### src/rtl/ram_fifo_ctrl_if.sv
// Valid/ready handshake bundle between the FIFO controller and its
// upstream producer and downstream consumer.
interface ram_fifo_ctrl_if #(
  parameter int unsigned DATA_W = 8
);
  logic [DATA_W-1:0] in_data;
  logic              in_valid;
  logic              in_ready;
  logic [DATA_W-1:0] out_data;
  logic              out_valid;
  logic              out_ready;

  // Environment side: drives the producer and consumer halves.
  modport master (
    output in_data, in_valid, out_ready,
    input  in_ready, out_data, out_valid
  );

  // Controller side.
  modport slave (
    input  in_data, in_valid, out_ready,
    output in_ready, out_data, out_valid
  );
endinterface

### src/rtl/ram_fifo_ctrl.sv
// FIFO controller wrapped around an external 64x8 dual-port RAM.
// Port 1 writes, port 2 reads with one cycle of registered latency; the
// read address is driven look-ahead so the head word is fall-through.
module ram_fifo_ctrl #(
  parameter int unsigned DATA_W = 8,
  parameter int unsigned ADDR_W = 6
) (
  input  logic              clk,
  input  logic              rst,
  ram_fifo_ctrl_if.slave    bus,
  output logic [DATA_W-1:0] o_ram_data1,
  output logic [ADDR_W-1:0] o_ram_addr1,
  output logic              o_ram_we1,
  output logic [ADDR_W-1:0] o_ram_addr2,
  output logic              o_ram_we2,
  input  logic [DATA_W-1:0] i_ram_q2,
  output logic [ADDR_W:0]   o_count,
  output logic              o_full,
  output logic              o_empty
);

  localparam int unsigned DEPTH = 2 ** ADDR_W;
  localparam int unsigned CNT_W = ADDR_W + 1;

  logic [ADDR_W-1:0] r_wr_ptr;
  logic [ADDR_W-1:0] r_rd_ptr;
  logic [CNT_W-1:0]  r_count;
  logic              r_stale;

  logic              w_push;
  logic              w_pop;
  logic              w_full;
  logic              w_empty;
  logic              w_out_valid;
  logic [ADDR_W-1:0] w_rd_ptr_nxt;

  // Handshake decode and look-ahead read address.
  always_comb begin
    w_full       = (r_count == CNT_W'(DEPTH));
    w_empty      = (r_count == '0);
    // A word just written into the slot being read comes back old from the
    // RAM, so the head is withheld for one cycle until it is re-read.
    w_out_valid  = !w_empty && !r_stale;
    // Keep the RAM from being written while reset is held.
    w_push       = bus.in_valid && !w_full && !rst;
    w_pop        = w_out_valid && bus.out_ready;
    w_rd_ptr_nxt = r_rd_ptr + ADDR_W'(w_pop);
  end

  // Pointer, occupancy and collision-flag state.
  always_ff @(posedge clk or posedge rst) begin
    if (rst) begin
      r_wr_ptr <= '0;
      r_rd_ptr <= '0;
      r_count  <= '0;
      r_stale  <= 1'b0;
    end else begin
      r_wr_ptr <= r_wr_ptr + ADDR_W'(w_push);
      r_rd_ptr <= w_rd_ptr_nxt;
      r_count  <= r_count + CNT_W'(w_push) - CNT_W'(w_pop);
      r_stale  <= w_push && (r_wr_ptr == w_rd_ptr_nxt);
    end
  end

  // Output drive to the handshake bus and the RAM.
  always_comb begin
    bus.in_ready  = !w_full;
    bus.out_valid = w_out_valid;
    bus.out_data  = i_ram_q2;
    o_ram_data1   = bus.in_data;
    o_ram_addr1   = r_wr_ptr;
    o_ram_we1     = w_push;
    o_ram_addr2   = w_rd_ptr_nxt;
    o_ram_we2     = 1'b0;
    o_count       = r_count;
    o_full        = w_full;
    o_empty       = w_empty;
  end

endmodule

### src/flat_wrapper.sv
// flat-port wrapper written by rule: the top's interface ports become plain ports
module ram_fifo_ctrl_flat 
#(
  parameter int unsigned DATA_W = 8,
  parameter int unsigned ADDR_W = 6
)
  (clk, rst, o_ram_data1, o_ram_addr1, o_ram_we1, o_ram_addr2, o_ram_we2, i_ram_q2, o_count, o_full, o_empty, bus_in_data, bus_in_valid, bus_out_ready, bus_in_ready, bus_out_data, bus_out_valid);
  ram_fifo_ctrl_if #(.DATA_W(DATA_W)) bus_i ();
  input  logic clk;
  input  logic rst;
  output logic [DATA_W-1:0] o_ram_data1;
  output logic [ADDR_W-1:0] o_ram_addr1;
  output logic o_ram_we1;
  output logic [ADDR_W-1:0] o_ram_addr2;
  output logic o_ram_we2;
  input  logic [DATA_W-1:0] i_ram_q2;
  output logic [ADDR_W:0] o_count;
  output logic o_full;
  output logic o_empty;
  input wire logic [$bits(bus_i.in_data)-1:0] bus_in_data;
  input wire logic [$bits(bus_i.in_valid)-1:0] bus_in_valid;
  input wire logic [$bits(bus_i.out_ready)-1:0] bus_out_ready;
  output wire logic [$bits(bus_i.in_ready)-1:0] bus_in_ready;
  output wire logic [$bits(bus_i.out_data)-1:0] bus_out_data;
  output wire logic [$bits(bus_i.out_valid)-1:0] bus_out_valid;
  assign bus_i.in_data = bus_in_data;
  assign bus_i.in_valid = bus_in_valid;
  assign bus_i.out_ready = bus_out_ready;
  assign bus_in_ready = bus_i.in_ready;
  assign bus_out_data = bus_i.out_data;
  assign bus_out_valid = bus_i.out_valid;
  ram_fifo_ctrl #(.DATA_W(DATA_W), .ADDR_W(ADDR_W)) u_core (.clk(clk), .rst(rst), .bus(bus_i), .o_ram_data1(o_ram_data1), .o_ram_addr1(o_ram_addr1), .o_ram_we1(o_ram_we1), .o_ram_addr2(o_ram_addr2), .o_ram_we2(o_ram_we2), .i_ram_q2(i_ram_q2), .o_count(o_count), .o_full(o_full), .o_empty(o_empty));
endmodule
### config.mk
export PLATFORM = sky130hd
export DESIGN_NAME = ram_fifo_ctrl_flat
export DESIGN_NICKNAME = d
export VERILOG_FILES = /design/src/rtl/ram_fifo_ctrl_if.sv /design/src/rtl/ram_fifo_ctrl.sv /design/src/flat_wrapper.sv
export SDC_FILE = /design/constraint.sdc
export NUM_CORES = 1
export LEC_CHECK = 0
export BUFFER_PORTS_ARGS = -buffer_cell sky130_fd_sc_hd__clkbuf_2
export CAP_MARGIN = 20
export CELL_PAD_IN_SITES_DETAIL_PLACEMENT = 1
export CELL_PAD_IN_SITES_GLOBAL_PLACEMENT = 2
export CORE_MARGIN = 2
export CORE_UTILIZATION = 27
export DETAILED_ROUTE_END_ITERATION = 6
export GPL_ROUTABILITY_DRIVEN = 0
export GPL_TIMING_DRIVEN = 0
export MAX_ROUTING_LAYER = met4
export PLACE_DENSITY = 0.81
export SYNTH_ARGS = -nofsm -noshare
export SYNTH_HDL_FRONTEND = slang
export SYNTH_SLANG_ARGS = --single-unit
### constraint.sdc
create_clock -name clk -period 3.15 [get_ports clk]
set_clock_uncertainty 0.15 [all_clocks]
set_input_delay 0.4725 -clock clk [delete_from_list [all_inputs] [get_ports clk]]
set_output_delay 0.4725 -clock clk [all_outputs]
set_load 0.05 [all_outputs]
# Word level (Yosys, flattened, before mapping)

Cells that the tools add are included.

Bits in registers: 20
Bits in latches: 0
Memory bits (writable): 0
ROM bits: 0
Bits of input ports: 20
Output and inout bits: 41
Memories: 0

Add/subtract/negate cells: 4
Multiply operators: 0
Divide/modulo/power cells: 0
Magnitude comparators: 0
Equality and inequality tests: 2
Shifts and indexed selects: 0
Muxes and demuxes: 0
Bitwise operators: 0
Reductions and logical operators: 10

Operators with widths:

| cell                                  | count |
|---|---|
| adder 6 x 1 -> 6 bit                  | 2 |
| adder 7 x 1 -> 7 bit                  | 1 |
| == test 7 bit (second input constant) | 1 |
| logical NOT 7 bit                     | 1 |
| subtractor 7 x 1 -> 7 bit             | 1 |
| == test 6 bit                         | 1 |
| logical AND 1 bit                     | 5 |
| logical NOT 1 bit                     | 4 |

# Depth between registers and ports, before layout

Depth in word-level cells: 7
Depth in mapped cells: 15
Gate-level depth less buffers: 15

# Worst setup path before layout

Ideal clock, no wire load.

Path kind: register -> output
From: register u_core.r_count[4] (netlist: u_core.o_count[4])
To: output o_ram_addr2[4]
Data arrival time: 3.847 ns
Path slack: -1.319 ns
Stages on the path, launching flop included: 11
Buffers on the path: 0
Cell sequence: dfrtp_1 -> inv_1 -> ha_1 -> and4bb_1 -> nor2b_1 -> nor2_1 -> and2_1 -> ha_1 -> ha_1 -> nand3_1 -> xnor2_1

Longest elaborated chain between the ends: 5

Ends and longest elaborated chain:

| what                    | line                | source |
|---|---|---|
| start, declared         | ram_fifo_ctrl.sv:27 | `logic [CNT_W-1:0] r_count;` |
| start signal, assigned  | ram_fifo_ctrl.sv:60 | `r_count <= r_count + CNT_W'(w_push) - CNT_W'(w_pop);` |
| logical NOT 7 bit       | ram_fifo_ctrl.sv:40 | `w_empty = (r_count == '0);` |
| named net o_empty       | flat_wrapper.sv:19  | `output logic o_empty;` |
| logical NOT 1 bit       | ram_fifo_ctrl.sv:43 | `w_out_valid = !w_empty && !r_stale;` |
| logical AND 1 bit       | ram_fifo_ctrl.sv:43 |  |
| named net bus_out_valid | flat_wrapper.sv:25  | `output wire logic [$bits(bus_i.out_valid)-1:0] bus_out_valid;` |
| logical AND 1 bit       | ram_fifo_ctrl.sv:46 | `w_pop = w_out_valid && bus.out_ready;` |
| adder 6 x 1 -> 6 bit    | ram_fifo_ctrl.sv:47 | `w_rd_ptr_nxt = r_rd_ptr + ADDR_W'(w_pop);` |
| end, declared           | flat_wrapper.sv:14  | `output logic [ADDR_W-1:0] o_ram_addr2;` |

The timed path passes the listed nets, and every way through them passes these cells.

# Worst setup path in the final report

From: register u_core.r_count[3] (netlist: u_core.o_count[3])
To: output o_ram_addr2[4]

Longest elaborated chain between the ends: 5

Ends and longest elaborated chain:

| what                 | line |
|---|---|
| logical NOT 7 bit    | ram_fifo_ctrl.sv:40 |
| logical NOT 1 bit    | ram_fifo_ctrl.sv:43 |
| logical AND 1 bit    | ram_fifo_ctrl.sv:43 |
| logical AND 1 bit    | ram_fifo_ctrl.sv:46 |
| adder 6 x 1 -> 6 bit | ram_fifo_ctrl.sv:47 |

No other way between the ends.

==> results by group <==
Synth
  – Register bit total from synthesis: 20
  – Post-Syn Nets: 155
  – Synth Cell Area: 1295 um^2
  – Avg Cell Area, Syn: 10.70 um^2
  – Yosys Warn Count: 0
  – Count of unique library cells instantiated by Yosys: 31
  – Mux cell area share after synthesis: 0%
  – Register area share after synthesis: 38.65%
  – Synth Area in Adders: 14.11%
  – Cells after Synth: 121
  – Post-Synth Simple-Gate Area: 12.56%
  – Main combinational cell family by area after synthesis: XOR/XNOR gates
  – Synth Area in XOR/XNOR: 14.59%
  – Post-synthesis compound-gate area fraction: 5.894%

Job
  – MaxCap Viol Count: 0

Critical path
  – CP startpoint kind: flip-flop
  – Arrival time worst endpoint: 2.44 ns
  – CP max stage delay: 0.40 ns
  – Crit-path max FO: 3
  – Critical-path cell list: inv_2 -> ha_2 -> and4bb_1 -> nor2b_4 -> nor2_4 -> and2_4 -> ha_2 -> ha_4 -> nand3_4 -> xnor2_4 -> buf_8
  – Crit end category: output port
  – WS Path Type: reg2out
  – Required time of the critical path: 2.53 ns
  – CP max stage cell: dfrtp_2
  – Most common cell on crit path: ha_2

Placed design
  – PortBufs: 43
  – Cell Count Post-Placement: 218
  – DP HPWL: 2739 um
  – Placed cell areas: 1745 um^2

Floorplan
  – Die area: 5366 um^2
  – Ports: 61
  – Die width: 73.26 um
  – Row cnt: 25
  – Height of the die: 73.26 um
  – Core area: 4661 um^2
  – Starting density of the core: 27.79%

GRT
  – Gr busiest metal: met2
  – Gr usage total: 13.57%
  – Met2 usage: 24.92%
  – Initial antenna violation count: 0
  – Vias in the first global route: 1096
  – Met1 GRT Util: 15.23%
  – GRT overflow: 0
  – Met3 Resource Use GR: 3.978%
  – First-pass GRT wire length: 5402 um
  – Largest net degree at the start of global routing: 22

CTS
  – Worst-skew pair later-pin latency: 0.26 ns
  – Clk slew on worst S/H paths: 0.08 ns
  – CTS Buf Count: 3
  – Clk sinks: 20
  – CTS tree: done
  – Clk buf depth: 2
  – H-Tree Level Count: 1
  – Root Driver: clkbuf_8

Routing
  – Vias/cell: 4.587
  – Residual DRC: 0
  – Final WL: 3257 um
  – Vias after detailed routing: 1023
  – Post-DRT Antenna Nets: 0
  – DR WL/cell: 14.61 um
  – Number of detailed-route iterations in the first pass: 4
  – DRT iter0 DRCs: 76

Outcome
  – Status: complete, no violations

Final layout
  – Area delta synth->final: 43.19%
  – Finished Layout Cells: 223
  – Ant. Diodes: 0
  – Layout cell share with drive strength beyond 1: 60.36%
  – Design area: 1854 um^2
  – Final nets: 204

STA
  – Fin crit period: 3.067 ns
  – Final setup vio count: 0
  – WHS: 0.06628 ns
  – Final Hold Viols: 0
  – Final Slew Violations: 0
  – RSZ-0062 raised after global routing: true
  – FMAX: 326.0 MHz
  – Fin crit share: 97.37%

Hold path
  – Hold Path Class: in2async
## layout make-up
class | count | area (um^2)
fillers | 523 | 2806
multi-input cells | 70 | 800.8
flip-flops and latches | 20 | 506.7
repair buffers | 44 | 240.2
plain buffers | 17 | 127.6
well taps | 54 | 67.56
inverters | 14 | 56.30
clock buffers | 4 | 55.05
## cell usage in the layout (no fill, tap or decap), drive strengths merged, types with 2 or more instances in the layout
cell,synthesis,routed
clkbuf,0,45
buf,17,20
dfrtp,20,20
inv,14,13
ha,13,13
xnor2,10,10
nand3,6,6
xor2,5,5
and3,4,4
nor3,3,3
nor2,3,3
o21ai,2,2
o211ai,2,2
xor3,2,2
nand2,2,2
nor2b,2,2
a21oi,2,2
and2,2,2
## worst paths after layout
| check | start | to | slack [ns] | cells past startpoint |
|---|---|---|---|---|
| setup / recovery | u_core.o_count[3]$_DFF_PP0_ | o_ram_addr2[4] | 0.08 | 11 |
| hold / removal | rst | u_core.o_count[4]$_DFF_PP0_ | 0.07 | 2 |
| setup reg to reg | u_core.o_count[3]$_DFF_PP0_ | u_core.o_count[6]$_DFF_PP0_ | 0.16 | 15 |
| hold reg to reg | u_core.o_ram_addr1[5]$_DFF_PP0_ | u_core.o_ram_addr1[5]$_DFF_PP0_ | 0.37 | 1 |
| max in group asynchronous | rst | u_core.o_count[1]$_DFF_PP0_ | 2.47 | 2 |
| min in group clk | u_core.o_ram_addr1[5]$_DFF_PP0_ | u_core.o_ram_addr1[5]$_DFF_PP0_ | 0.37 | 1 |
## cell usage after synthesis
library cell,instances,share of area (%)
nand2b_1,1,0.48
and4bb_1,1,0.97
a21oi_1,2,0.77
o211ai_1,2,1.2
nand2_1,2,0.58
fa_1,1,1.5
and3_2,1,0.58
conb_1,1,0.29
or4b_1,1,0.77
a21o_1,1,0.58
a311oi_1,1,0.68
nor3_1,3,1.2
nor4_2,1,0.97
or3_1,1,0.48
nor2_1,3,0.87
inv_1,14,4.1
nor2b_1,2,0.97
dfrtp_1,20,39
and2_1,2,0.97
xor2_1,4,2.7
xnor2_1,10,6.8
o2111ai_1,1,0.68
o31a_1,1,0.68
xor3_2,2,3.9
ha_1,13,13
o21a_1,1,0.58
o21ai_0,2,0.77
xor2_2,1,1.3
buf_4,17,9.9
nand3_1,6,2.3
and3_1,3,1.4
## cells by family after synthesis
family                   after synthesis
adder cells (fa/ha/maj)               14
flip-flops                            20
other                                  1
AO/OA/AOI/OAI                         11
AND/OR/NAND/NOR                       27
XOR/XNOR                              17
buffers and inverters                 31
## registers in the layout (all words and copies together) (netlist names)
| register | cells |
|---|---|
| u_core.o_count | 7 |
| u_core.o_ram_addr1 | 6 |
| u_core.r_rd_ptr | 6 |
| u_core.r_stale | 1 |
## metrics by stage
step	TNS [ns]	utilization (%)	worst slack (ns)
floorplan	-0.5999	-	-0.1404
global placement	-0.3908	37.45	-0.1920
detailed placement	-0.6944	37.45	-0.2998
CTS	0	39.11	0.005804
global route	-0.05879	39.79	-0.02965
finish	0	39.79	0.08297
## per-layer routing
| metal | part of all wire, % | up-vias |
|---|---|---|
| met5 | 0 | - |
| met4 | 0 | 0 |
| met3 | 6.7 | 0 |
| met2 | 55 | 39 |
| met1 | 38 | 501 |
| li1 | - | 483 |
## timing repair
item | CTS | global route
setup endpoints to repair | 3 | 6
endpoints found under the hold margin | 0 | 0
pin swaps | 0 | 1
hold buffers | 0 | 0
setup buffers | 0 | 1
gates resized for setup | 5 | 9
## worst max-delay path: cells and delay by family (launching register included)
| kind | cells | cell delay (ns) |
|---|---|---|
| simple gates | 5 | 0.78 |
| fa+ha+maj | 3 | 0.60 |
| flops | 1 | 0.40 |
| buf+inv | 2 | 0.21 |
| xor+xnor | 1 | 0.18 |
Power is not shown: default switching activity piles up to over one toggle a cycle in this logic, so the estimate is an artifact.
